### src/rtl/bht_fetch.sv
// Fetch stage: PC register, direct-mapped BTB with 2-bit counters,
// and the IF/ID register that feeds decode.
module bht_fetch #(
  parameter int          IDX_W    = 4,
  parameter logic [31:0] RESET_PC = 32'h0000_0000
) (
  input  logic        clk,
  input  logic        rst_n,
  input  logic        stall,
  output logic [31:0] imem_addr,
  input  logic [31:0] imem_instr,
  input  logic        upd_en,
  input  logic [31:0] upd_pc,
  input  logic        upd_taken,
  input  logic [31:0] upd_target,
  input  logic        redirect,
  input  logic [31:0] redirect_pc,
  output logic        if_id_valid,
  output logic [31:0] if_id_pc,
  output logic [31:0] if_id_instr,
  output logic        if_id_pred_taken,
  output logic [31:0] if_id_pred_target
);

  localparam int N  = 1 << IDX_W;
  localparam int TW = 30 - IDX_W;

  logic [31:0]       pc;
  logic              btb_vld [N];
  logic [TW-1:0]     btb_tag [N];
  logic [31:0]       btb_tgt [N];
  logic [1:0]        btb_ctr [N];

  logic [IDX_W-1:0]  lidx;
  logic [IDX_W-1:0]  uidx;
  logic [TW-1:0]     ltag;
  logic [TW-1:0]     utag;
  logic              hit;
  logic              uhit;
  logic              pred_taken;
  logic [31:0]       pred_next;
  logic [1:0]        ucur;
  logic [1:0]        ctr_up;
  logic [1:0]        ctr_dn;

  assign imem_addr = pc;

  assign lidx = pc[IDX_W+1:2];
  assign ltag = pc[31:IDX_W+2];
  assign uidx = upd_pc[IDX_W+1:2];
  assign utag = upd_pc[31:IDX_W+2];

  assign hit        = btb_vld[lidx] && (btb_tag[lidx] == ltag);
  assign pred_taken = hit && btb_ctr[lidx][1];
  assign pred_next  = pred_taken ? btb_tgt[lidx] : pc + 32'd4;

  assign uhit   = btb_vld[uidx] && (btb_tag[uidx] == utag);
  assign ucur   = btb_ctr[uidx];
  assign ctr_up = (ucur == 2'b11) ? 2'b11 : ucur + 2'd1;
  assign ctr_dn = (ucur == 2'b00) ? 2'b00 : ucur - 2'd1;

  // Redirect beats stall: a flush must never be lost to a hazard hold.
  always_ff @(posedge clk or negedge rst_n) begin
    if (!rst_n) begin
      pc                <= RESET_PC;
      if_id_valid       <= 1'b0;
      if_id_pc          <= 32'h0;
      if_id_instr       <= 32'h0;
      if_id_pred_taken  <= 1'b0;
      if_id_pred_target <= 32'h0;
    end else if (redirect) begin
      pc          <= redirect_pc;
      if_id_valid <= 1'b0;
    end else if (!stall) begin
      pc                <= pred_next;
      if_id_valid       <= 1'b1;
      if_id_pc          <= pc;
      if_id_instr       <= imem_instr;
      if_id_pred_taken  <= pred_taken;
      if_id_pred_target <= pred_next;
    end
  end

  always_ff @(posedge clk or negedge rst_n) begin
    if (!rst_n) begin
      for (int i = 0; i < N; i++) begin
        btb_vld[i] <= 1'b0;
        btb_tag[i] <= '0;
        btb_tgt[i] <= 32'h0;
        btb_ctr[i] <= 2'b01;
      end
    end else if (upd_en) begin
      unique case (1'b1)
        uhit && upd_taken: begin
          btb_ctr[uidx] <= ctr_up;
          btb_tgt[uidx] <= upd_target;
        end
        uhit && !upd_taken: begin
          btb_ctr[uidx] <= ctr_dn;
        end
        !uhit && upd_taken: begin
          btb_vld[uidx] <= 1'b1;
          btb_tag[uidx] <= utag;
          btb_tgt[uidx] <= upd_target;
          btb_ctr[uidx] <= 2'b10;
        end
        default: ;
      endcase
    end
  end

endmodule
### config.mk
export PLATFORM = sky130hd
export DESIGN_NAME = bht_fetch
export DESIGN_NICKNAME = d
export VERILOG_FILES = /design/src/rtl/bht_fetch.sv
export SDC_FILE = /design/constraint.sdc
export NUM_CORES = 2
export LEC_CHECK = 0
export ABC_AREA = 0
export CORE_AREA = 2 2 371 373
export DETAILED_ROUTE_END_ITERATION = 10
export DIE_AREA = 0 0 373 375
export PLACE_DENSITY = 0.58
export SLEW_MARGIN = 20
export SYNTH_ARGS = -nofsm -noshare
export SYNTH_HDL_FRONTEND = slang
export SYNTH_SLANG_ARGS = --single-unit
### constraint.sdc
create_clock -name clk -period 8.6 [get_ports clk]
set_input_delay 1.72 -clock clk [delete_from_list [all_inputs] [get_ports clk]]
set_output_delay 1.72 -clock clk [all_outputs]
set_load 0.005 [all_outputs]
==> results.md <==
* Top-level I/O count at 264
* Met2 WL post-DR at 80300 µm
* Number of max-cap violations at 0
* Initial antenna violation count at 24
* GRT Util Overall at between 20% and 30%
* Setup TNS at 0 ns
* Clk_lat worst skew at 0.78 ns
* Post-CTS Setup Bufs at 0
* Path type of the worst setup path: primary input to register
* Relative slew slack at between 20% and 30%
* Core ar. at 0.136 mm²
* Final Max Slew Viols at 0
* Critical Path Start Type: primary input
* Cell Rows at 136
* Max clock buf depth at 3
* Sequential element share of the synthesized area at 51.2%
* CTS tree: yes
* H-Tree Level Count at 3
* Seq cells post-synth at 1106
* Clk sink count at 1106
* Final cycle utilization of the critical path at 75.2%
* CP required at ~9.3 ns
* Final setup vio count at 0
* Grt total ovfl at 0
* Top cells by area, synth: dfrtp_1, mux2_2, mux4_2
* Global-route wire length before repair at 245000 µm
* Ys Warns at 0
* Syn_area_per_cell at 14.6 µm²
* Share of layout cells above drive strength 1 at between 40% and 50%
* Inserted Clock Buffers at 118
* Post-route cell area at 0.0628 mm²
* Number of synthesized flops with an enable pin at 0
* Number of DRC markers in iteration 0 at between 2000 and 2500
* Most numerous cell in the Yosys netlist: dfrtp_1
* Max VDD drop at approximately 0.18 mV
* Global placement routability congestion at 0.870
* PortBufs at 261
* Final nets at between 3000 and 4000
* Hold buffers post-CTS at 0
* RSZ-0062 raised after global routing: no
* Die Y at 375 µm
* Largest area contributor in the netlist: dfrtp_1
* Final Hold Viols at 0
* Final Critical Period at 6.47 ns
* Pre-antenna DRT Iters at 5
* Yosys cell types at 58
* Cell Count, Final, Fillers Out at 5761
* Synthesized net count at 3836
* Worst-path clk slew at approximately 0.06 ns
* Post-cts repair resize count at 0
* Status: finished, final reports clean
* Area grow syn2layout at 16.1%
* Final Power at 15.5 mW
* ANT nets after route at 0
* Mapped Area at 0.0541 mm²
* Dpl cells at 5528
* DR vias/cell at 5.84
* Cell Pwr Density at ~250 mW/mm²
* Post-synth top flop: dfrtp_1
* Filler Cell Count at 12100
* Wire per inst at 28.8 µm
* Hold crit path type: register to register
* Metal3 WL at 8480 µm
* Synth top area share at 50.4%
* Slew @ Worst Pin at 1.18 ns
* Initial Util at approximately two fifths
* Final WL at 166000 µm
* Placed Instance Area at 0.0587 mm²
* Vias in the first global route at between 30000 and 40000
* Die W at 373 µm
* Setup crit end kind: register
* FFs w/ async S/R, synth at 100%
* Skew final at 0.0622 ns
* Top cells by count, synth: dfrtp_1, mux2_2, mux4_2, nand2_1, clkbuf_1
* FMAX at 155 MHz
* Hpwl dp at about 100000 µm
* Critical path arrival at 7.12 ns
* Leakage at 27.0 nW
* Critical Path Fanout Max at 50
* Drc violations at 0
* Post-Route M1 WL at 71600 µm
* DR top layer: met5
* Vias post-DR at 33600
* Die ar. at 0.140 mm²
* Largest net degree at the start of global routing at 155
* Root buffer cell: clkbuf_16
* Cells after synthesis at 3698
-- critical path, stage by stage --
cell	delay [ns]
clkbuf_8	0.50
buf_4	0.41
mux4_2	0.57
mux4_2	0.47
xnor2_1	0.22
nand4_1	0.25
nor3_1	0.09
nand2_1	0.24
ha_1	0.29
nand2_1	0.42
nor2_4	1.04
buf_4	0.41
mux2_2	0.36
-- path summary, 6_finish.rpt --
check	from	end	slack, ns	cells past startpoint
min reg2reg	if_id_instr[4]	if_id_instr[4]	0.47	2
max reg2reg	imem_addr[2]	imem_addr[11]	2.81	10
max	upd_pc[2]	btb_tag[327]	2.13	13
min in group asynchronous	rst_n	btb_tag[99]	1.04	1
max in group asynchronous	rst_n	btb_tgt[189]	5.79	3
min	if_id_instr[4]	if_id_instr[4]	0.47	2
-- registers in the layout, indices dropped and copies added (netlist names) --
register,flops
btb_tgt,512
btb_tag,416
btb_ctr,32
if_id_instr,32
if_id_pc,32
if_id_pred_target,32
imem_addr,32
btb_vld,16
if_id_pred_taken,1
if_id_valid,1
-- kinds of logic after synthesis --
group | share of synthesized area (%)
AO/OA/AOI/OAI | 3.00
XOR/XNOR | 1.17
adder cells (fa/ha/maj) | 0.0925
buffers and inverters | 2.56
flip-flops | 51.2
multiplexers | 38.0
AND/OR/NAND/NOR | 4.02
-- layout by cell type (no fill, tap or decap), drive strengths merged, types with 8 or more instances in the layout --
cell / n
a21oi: 22
a22o: 22
a22oi: 22
a31oi: 21
and2: 23
buf: 99
bufinv: 10
clkbuf: 174
clkdlybuf4s50: 255
clkinv: 35
dfrtp: 1090
dfstp: 16
diode: 12
inv: 19
mux2: 934
mux2i: 85
mux4: 407
nand2: 289
nand2b: 15
nand3: 18
nand4: 16
nor2: 62
nor2b: 8
nor3: 16
nor4: 8
o21ai: 131
o22ai: 9
or2: 13
xnor2: 54
xor2: 18
-- final cells by class --
| type | count | area [µm²] | share of cell area [%] |
|---|---|---|---|
| diodes | 12 | 30.0 | 0.0478 |
| clock buffers | 173 | 3450 | 5.50 |
| clock inverters | 48 | 597 | 0.950 |
| inverters | 18 | 70.1 | 0.112 |
| multi-input cells | 2255 | 25200 | 40.2 |
| flip-flops and latches | 1106 | 27700 | 44.1 |
| well taps | 1794 | 2240 | 3.57 |
| repair buffers | 355 | 3470 | 5.53 |
-- per-stage QoR --
step                      hold WS, ns  setup slack [ns]  util (%)
final                           0.471              2.13      46.1
after global routing            0.493              1.97      46.1
after CTS                       0.481              2.16      46.0
after detailed placement        0.464              1.32      43.1
after global placement          0.462              1.37      43.1
after floorplan                 0.446              2.56         -
-- report_power, final --
group | total (mW) | internal (mW) | switching, mW | leakage [nW]
clock | 5.31 | 3.08 | 2.23 | 2.01
combinational | 3.33 | 1.90 | 1.43 | 11.0
sequential | 6.82 | 6.17 | 0.648 | 14.0
-- metal layers --
layer  track usage, %  up-vias
met5                0        -
met4             7.64       16
met3             4.37      281
met2             38.5      873
met1             32.3    18300
li1                 -    14200
No activity file was read; power rests on OpenSTA's default activity.
